<file path="src/rtl/forwarding_hazard_unit_if.sv">
`default_nettype none
// ============================================================================
//  Module      : forwarding_hazard_unit_if
//  Description : Decode/ALU/MEM-stage hazard signals bundled between the
//                pipeline (master) and the forwarding/hazard unit (slave).
//  Revision    : 1.0 - initial release
// ============================================================================
interface forwarding_hazard_unit_if #(
   parameter int ADDR_W  = 5,
   parameter int NUM_SRC = 2,
   parameter int CNT_W   = 16
);
   logic [NUM_SRC*ADDR_W-1:0] rs_addr_id;
   logic [NUM_SRC-1:0]        rs_valid_id;
   logic [ADDR_W-1:0]         ex_rd_addr;
   logic                      ex_reg_write;
   logic                      ex_mem_read;
   logic [ADDR_W-1:0]         mem_rd_addr;
   logic                      mem_reg_write;
   logic                      freeze;
   logic                      flush;
   logic [2*NUM_SRC-1:0]      fwd_sel;
   logic                      stall;
   logic                      ex_bubble;
   logic [CNT_W-1:0]          stall_count;

   // Pipeline side: drives stage information, consumes hazard decisions.
   modport master (
      output rs_addr_id, rs_valid_id, ex_rd_addr, ex_reg_write, ex_mem_read,
             mem_rd_addr, mem_reg_write, freeze, flush,
      input  fwd_sel, stall, ex_bubble, stall_count
   );

   // Hazard unit side.
   modport slave (
      input  rs_addr_id, rs_valid_id, ex_rd_addr, ex_reg_write, ex_mem_read,
             mem_rd_addr, mem_reg_write, freeze, flush,
      output fwd_sel, stall, ex_bubble, stall_count
   );
endinterface
`default_nettype wire

</file>
<file path="src/rtl/forwarding_hazard_unit.sv">
`default_nettype none
// ============================================================================
//  Module      : forwarding_hazard_unit
//  Description : Operand forwarding select generation and load-use stall
//                control for a 5-stage pipeline, with a saturating count of
//                stall cycles.
//  Revision    : 1.0 - initial release
// ============================================================================
module forwarding_hazard_unit #(
   parameter int ADDR_W   = 5,
   parameter int NUM_SRC  = 2,
   parameter int LOAD_LAT = 1,
   parameter int CNT_W    = 16
) (
   input  wire logic               clk,
   input  wire logic               reset,
   forwarding_hazard_unit_if.slave bus
);

   typedef enum logic [0:0] {
      IDLE  = 1'b0,
      STALL = 1'b1
   } state_t;

   // Counter preload on entering STALL: the IDLE cycle already accounts for
   // one stall cycle and the STALL state exits after the counter reaches 0.
   localparam logic [3:0] c_cnt_reload = 4'(LOAD_LAT - 2);

   state_t                state_q, state_d;
   logic [3:0]            cnt_q, cnt_d;
   logic [2*NUM_SRC-1:0]  fwd_sel_q, fwd_sel_d;
   logic [CNT_W-1:0]      stall_count_q, stall_count_d;

   logic [NUM_SRC-1:0]    w_ex_match;
   logic [NUM_SRC-1:0]    w_mem_match;
   logic [2*NUM_SRC-1:0]  w_sel;
   logic                  w_load_use;
   logic                  w_stall;

   // Per-source match against ALU and MEM destinations; ALU stage wins.
   always_comb begin
      w_ex_match  = '0;
      w_mem_match = '0;
      w_sel       = '0;
      for (int k = 0; k < NUM_SRC; k++) begin
         w_ex_match[k]  = bus.rs_valid_id[k] && bus.ex_reg_write &&
                          (bus.ex_rd_addr != '0) &&
                          (bus.ex_rd_addr == bus.rs_addr_id[k*ADDR_W +: ADDR_W]);
         w_mem_match[k] = bus.rs_valid_id[k] && bus.mem_reg_write &&
                          (bus.mem_rd_addr != '0) &&
                          (bus.mem_rd_addr == bus.rs_addr_id[k*ADDR_W +: ADDR_W]);
         if (w_ex_match[k])
            w_sel[2*k +: 2] = 2'b01;
         else if (w_mem_match[k])
            w_sel[2*k +: 2] = 2'b10;
         else
            w_sel[2*k +: 2] = 2'b00;
      end
      w_load_use = bus.ex_mem_read && (|w_ex_match);
   end

   // Stall FSM next state and combinational stall; flush and freeze mask it.
   always_comb begin
      state_d = state_q;
      cnt_d   = cnt_q;
      w_stall = 1'b0;
      if (bus.flush) begin
         state_d = IDLE;
         cnt_d   = 4'd0;
      end else if (!reset && !bus.freeze) begin
         case (state_q)
            IDLE: begin
               if (w_load_use) begin
                  w_stall = 1'b1;
                  if (LOAD_LAT > 1) begin
                     state_d = STALL;
                     cnt_d   = c_cnt_reload;
                  end
               end
            end
            STALL: begin
               w_stall = 1'b1;
               if (cnt_q == 4'd0)
                  state_d = IDLE;
               else
                  cnt_d = cnt_q - 4'd1;
            end
            default: begin
               state_d = IDLE;
               cnt_d   = 4'd0;
            end
         endcase
      end
   end

   // Forwarding select and saturating stall statistics next values.
   always_comb begin
      fwd_sel_d     = fwd_sel_q;
      stall_count_d = stall_count_q;
      if (bus.flush)
         fwd_sel_d = '0;
      else if (!bus.freeze)
         fwd_sel_d = w_stall ? '0 : w_sel;
      if (w_stall && (stall_count_q != {CNT_W{1'b1}}))
         stall_count_d = stall_count_q + 1'b1;
   end

   // State registers with asynchronous clear.
   always_ff @(posedge clk or posedge reset) begin
      if (reset) begin
         state_q       <= IDLE;
         cnt_q         <= 4'd0;
         fwd_sel_q     <= '0;
         stall_count_q <= '0;
      end else begin
         state_q       <= state_d;
         cnt_q         <= cnt_d;
         fwd_sel_q     <= fwd_sel_d;
         stall_count_q <= stall_count_d;
      end
   end

   assign bus.fwd_sel     = fwd_sel_q;
   assign bus.stall       = w_stall;
   assign bus.ex_bubble   = w_stall;
   assign bus.stall_count = stall_count_q;

endmodule
`default_nettype wire

</file>
<file path="src/flat_wrapper.sv">
// flat-port wrapper written by rule: the top's interface ports become plain ports
module forwarding_hazard_unit_flat 
#(
   parameter int ADDR_W   = 5,
   parameter int NUM_SRC  = 2,
   parameter int LOAD_LAT = 1,
   parameter int CNT_W    = 16
)
  (clk, reset, bus_rs_addr_id, bus_rs_valid_id, bus_ex_rd_addr, bus_ex_reg_write, bus_ex_mem_read, bus_mem_rd_addr, bus_mem_reg_write, bus_freeze, bus_flush, bus_fwd_sel, bus_stall, bus_ex_bubble, bus_stall_count);
  forwarding_hazard_unit_if #(.ADDR_W(ADDR_W), .NUM_SRC(NUM_SRC), .CNT_W(CNT_W)) bus_i ();
  input  wire logic clk;
  input  wire logic reset;
  input wire logic [$bits(bus_i.rs_addr_id)-1:0] bus_rs_addr_id;
  input wire logic [$bits(bus_i.rs_valid_id)-1:0] bus_rs_valid_id;
  input wire logic [$bits(bus_i.ex_rd_addr)-1:0] bus_ex_rd_addr;
  input wire logic [$bits(bus_i.ex_reg_write)-1:0] bus_ex_reg_write;
  input wire logic [$bits(bus_i.ex_mem_read)-1:0] bus_ex_mem_read;
  input wire logic [$bits(bus_i.mem_rd_addr)-1:0] bus_mem_rd_addr;
  input wire logic [$bits(bus_i.mem_reg_write)-1:0] bus_mem_reg_write;
  input wire logic [$bits(bus_i.freeze)-1:0] bus_freeze;
  input wire logic [$bits(bus_i.flush)-1:0] bus_flush;
  output wire logic [$bits(bus_i.fwd_sel)-1:0] bus_fwd_sel;
  output wire logic [$bits(bus_i.stall)-1:0] bus_stall;
  output wire logic [$bits(bus_i.ex_bubble)-1:0] bus_ex_bubble;
  output wire logic [$bits(bus_i.stall_count)-1:0] bus_stall_count;
  assign bus_i.rs_addr_id = bus_rs_addr_id;
  assign bus_i.rs_valid_id = bus_rs_valid_id;
  assign bus_i.ex_rd_addr = bus_ex_rd_addr;
  assign bus_i.ex_reg_write = bus_ex_reg_write;
  assign bus_i.ex_mem_read = bus_ex_mem_read;
  assign bus_i.mem_rd_addr = bus_mem_rd_addr;
  assign bus_i.mem_reg_write = bus_mem_reg_write;
  assign bus_i.freeze = bus_freeze;
  assign bus_i.flush = bus_flush;
  assign bus_fwd_sel = bus_i.fwd_sel;
  assign bus_stall = bus_i.stall;
  assign bus_ex_bubble = bus_i.ex_bubble;
  assign bus_stall_count = bus_i.stall_count;
  forwarding_hazard_unit #(.ADDR_W(ADDR_W), .NUM_SRC(NUM_SRC), .LOAD_LAT(LOAD_LAT), .CNT_W(CNT_W)) u_core (.clk(clk), .reset(reset), .bus(bus_i));
endmodule
</file>
<file path="config.mk">
export PLATFORM = sky130hd
export DESIGN_NAME = forwarding_hazard_unit_flat
export DESIGN_NICKNAME = d
export VERILOG_FILES = /design/src/rtl/forwarding_hazard_unit_if.sv /design/src/rtl/forwarding_hazard_unit.sv /design/src/flat_wrapper.sv
export SDC_FILE = /design/constraint.sdc
export NUM_CORES = 1
export LEC_CHECK = 0
export CORE_MARGIN = 2
export CORE_UTILIZATION = 45
export DETAILED_ROUTE_END_ITERATION = 8
export PLACE_DENSITY_LB_ADDON = 0.08
export SLEW_MARGIN = 25
export SYNTH_ARGS = -nofsm -noshare
export SYNTH_HDL_FRONTEND = slang
export SYNTH_SLANG_ARGS = --single-unit
</file>
<file path="constraint.sdc">
create_clock -name clk -period 2.4 [get_ports clk]
set_clock_uncertainty 0.05 [all_clocks]
set_input_delay 0.48 -clock clk [delete_from_list [all_inputs] [get_ports clk]]
set_output_delay 0.48 -clock clk [all_outputs]
set_load 0.01 [all_outputs]
</file>
# After elaboration in Yosys (flattened, before gate mapping)
# Index checks and enable logic that the tools add are counted.
[word_totals]
ff_bits = 25
[op_classes]
reduce_logical = 24
bitwise = 1
n_mux = 19
n_eq_ne = 7
add_sub_neg = 2
[op_table]
columns = ["op", "n"]
rows = [
  ["4-bit two-way mux", 7],
  ["5-bit == test", 4],
  ["16-bit by 1-bit adder with 16-bit output, second input constant", 1],
  ["16-bit inequality test, second input constant", 1],
  ["1-bit logical AND", 15],
  ["5-bit nonzero test", 2],
  ["2-bit two-way mux", 4],
  ["1-bit two-way mux", 7],
  ["4-bit logical NOT", 1],
  ["2-bit nonzero test", 2],
  ["4-bit by 1-bit subtractor with 4-bit output, second input constant", 1],
  ["3-bit AND reduction", 1],
  ["1-bit logical NOT", 2],
  ["2-bit by 1-bit inequality test with 1-bit output, second input constant", 1],
  ["2-bit inequality test, second input constant", 1],
  ["1-bit case mux with 2 select lines", 1],
  ["2-bit OR reduction", 1],
  ["1-bit inverter", 1],
]

# Depth between registers and ports, before layout
[logic_depth]
depth_word = 12
mapped_depth = 8

# Worst setup path after synthesis
# No wires, ideal clock.
[synth_path]
path_kind = "input to output"
start = "input port bus_ex_rd_addr[1]"
end = "output port bus_stall"
path_buffers = 1
arrival_ns = 1.651
stages = 5
setup_slack_ns = 0.219
path_cell_list = "or4_1 o21ai_2 o21ai_2 and3_2 buf_4"
[synth_between]
elab_chain_len = 9
[synth_lines]
columns = ["element", "line_no", "rtl"]
rows = [
  ["from (decl)", "flat_wrapper.sv:15", "input wire logic [$bits(bus_i.ex_rd_addr)-1:0] bus_ex_rd_addr;"],
  ["5-bit nonzero test", "forwarding_hazard_unit.sv:47", "(bus.ex_rd_addr != '0) &&"],
  ["1-bit logical AND", "forwarding_hazard_unit.sv:46", "w_ex_match[k] = bus.rs_valid_id[k] && bus.ex_reg_write &&"],
  ["1-bit logical AND", "forwarding_hazard_unit.sv:47", ""],
  ["2-bit OR reduction *", "forwarding_hazard_unit.sv:59", "w_load_use = bus.ex_mem_read && (|w_ex_match);"],
  ["1-bit logical AND *", "forwarding_hazard_unit.sv:59", ""],
  ["1-bit two-way mux *", "forwarding_hazard_unit.sv:73", "if (w_load_use) begin"],
  ["1-bit case mux with 2 select lines *", "forwarding_hazard_unit.sv:71", "case (state_q)"],
  ["1-bit two-way mux *", "forwarding_hazard_unit.sv:70", "end else if (!reset && !bus.freeze) begin"],
  ["1-bit two-way mux *", "forwarding_hazard_unit.sv:67", "if (bus.flush) begin"],
  ["to (decl)", "flat_wrapper.sv:23", "output wire logic [$bits(bus_i.stall)-1:0] bus_stall;"],
]
# Mark *: on every way between the ends. The rest lies on a longest branch, timed or not.

# Final worst setup path
# Same ends and word-level chain as after synthesis.

==> run metrics <==
count leader, synth=xor2_1; worst slew pin tran=0.3302 ns; Max clock buf depth=2; RSZ-0062 raised after global routing=false; DIE WIDTH=62 µm; Worst Path Arrival=1.81 ns; Worst path slowest cell=or4_4; Initial Utilization=46.10%; Critical Path Max Stage Delay=0.55 ns; delay-heaviest family, CP=simple AND/OR/NAND/NOR gates; syn_nets=187; Post-Syn Area=0.001514 mm²; clock latency on the worst-skew pair=0.32 ns; share of layout cells above drive strength 1=20.26%; top-area cell type share of the netlist area=41.32%; final net count=265; R2R setup slack=0.32 ns; # IOs=51; Synth area leaders=dfrtp_1, xor2_1, xnor2_1, nor2_1, nand3_1; Rel. slew slack=77.79%; core area=0.003284 mm²; CTS root buffer=clkbuf_4; Pleak=1.065 nW; Syn Area/Cell=9.767 µm²; crit-path cells=clkdlybuf4s15_2, or4_4, o21ai_4, o21ai_2, and3_4, buf_2; Max-cap violations=0; Post-synth ARST share=100.0%; final setup fails=0; vias in the first global route=1350; largest net degree at the start of global routing=14; drt drc=0; CP Max Fanout=3; Post-Route Setup TNS=0 ns; DRT Wirelength=3.892 mm; VDD IR-drop max=0.3450 mV; Yosys Warn Count=0; post-synthesis sequential area ratio=41.32%; final hold vios=0; Routed Antenna Nets=0; Fill cells=273; std cell rows=21; post-synth cell types=31; Hold Buf Count CTS=0; worst setup margin=0.06228 ns; Clock transition at path regs=0.13 ns; Die H=62 µm; Area Growth Syn to Fin=49.59%; Critical Path RT=1.87 ns; Syn Inst Count=155; Placer Congestion=0.9454; EDFF count, synth=0; DR vias=1394; worst min path class=reg2reg; number of synthesized register bits=25; Num CTS Buffers=3; Sink Count=25; number of diodes=0; initial antenna violation count=0; minimum clock period=2.338 ns; Setup crit end kind=output pin; Final Max Slew Viols=0; Synth top cells by count=xor2_1, dfrtp_1, nor2_1, xnor2_1, nand2_1; die area=0.003844 mm²; CP Buf/Inv Count=2; DRT iter0 DRCs=95; 1st-pass router iterations=4; pre-CTS setup slack=-0.6130 ns; PwrDens=336.5 mW/mm²; Critical Path Start Type=input pin; CTS tree=done; period utilization=97.41%; global-route wire length before repair=6.389 mm; dominant synthesized flop cell=dfrtp_1; outcome=finished, final reports clean; DP HPWL=3.248 mm; Synth area leader=dfrtp_1; Fmax achieved=0.4278 GHz; htree depth=1; Vias per Instance=5.014; port bufs=50; GR Util All Layers=22.61%; wire length per cell=14.00 µm; total global routing overflow=0; worst setup path category=in2out
worst paths after layout:
path | cells past startpoint | start | endpoint
max | 6 | bus_ex_rd_addr[1] | bus_stall
min | 2 | u_core.bus.fwd_sel[3] | u_core.bus.fwd_sel[3]
max reg2reg | 6 | u_core.bus.stall_count[3] | u_core.bus.stall_count[1]
min reg2reg | 2 | u_core.bus.fwd_sel[3] | u_core.bus.fwd_sel[3]
max in group asynchronous | 4 | reset | u_core.cnt_q[1]
min in group asynchronous | 3 | reset | u_core.bus.stall_count[7]
repair_timing:
item,in CTS,in global routing
setup endpoints to repair,2,0
resized for setup,28,0
setup buffers,1,0
report_power, final:
part           switching, W  internal, W  total (W)
clock              0.000124    0.0000650   0.000189
sequential       0.00000303     0.000423   0.000427
combinational     0.0000627    0.0000838   0.000147
metal layers:
layer / share of wire, % / GRT usage, % / up-vias
met5: 0 / 0 / -
met4: 0 / 1.824 / 0
met3: 4.7 / 3.727 / 0
met2: 47 / 36.01 / 30
met1: 48 / 33.59 / 670
li1: - / - / 694
registers in the layout, summed over array words and instances (netlist names):
name	count
u_core.bus.stall_count	16
u_core.state_q	1
u_core.bus.fwd_sel	4
u_core.cnt_q	4
stage by stage:
stage	std cells	utilization (%)	power [W]	hold WS (ns)	instance area, µm²
finish	278	68.95	0.0007621	0.4469	2265
global route	278	68.95	0.0007976	0.4749	2265
CTS	278	68.95	0.0007668	0.4551	2265
detailed placement	273	68.11	0.0005862	0.4248	2237
global placement	273	68.11	0.0005831	0.4202	2237
floorplan	155	-	0.0004830	0.4529	1514
placed cells by master (no fill, tap or decap), drive strengths merged, types with 3 or more instances in the layout:
master,instances
a21oi,3
dlygate4sd2,11
nor3,10
xnor2,10
inv,6
dfrtp,25
clkdlybuf4s50,35
o21ai,4
xor2,27
nand2,10
ha,3
nor2,18
nand4,4
buf,29
nand3,11
nor4,5
clkbuf,4
worst reg2reg max path: stages (launching register included):
cell,delay [ns]
dfrtp_1,0.45
nand3_2,0.15
nor2_1,0.21
nand3_2,0.17
o311a_2,0.47
nand2_4,0.18
mux2_4,0.32
cell families (layout without fill, tap and decap cells):
group                      after synthesis  after routing  share of synthesized area, %
muxes                                    2              2                         1.984
buffers and inverters                   10             87                         3.471
adders and majority gates                3              3                         2.480
xor gates and xnor gates                37             37                         21.40
AOI/OAI and AO/OA                       14             14                         6.777
and+or+nand+nor                         64             64                         22.56
DFF                                     25             25                         41.32
area by class of cell:
| class | count | area (µm²) | area share [%] |
|---|---|---|---|
| clock buffers | 4 | 26.28 | 1.160 |
| inverters | 6 | 22.52 | 0.9945 |
| multi-input cells | 120 | 850.8 | 37.57 |
| flip-flops and latches | 25 | 625.6 | 27.62 |
| well taps | 46 | 57.56 | 2.541 |
| repair buffers | 77 | 681.9 | 30.11 |
No activity file was read; power rests on OpenSTA's default activity.
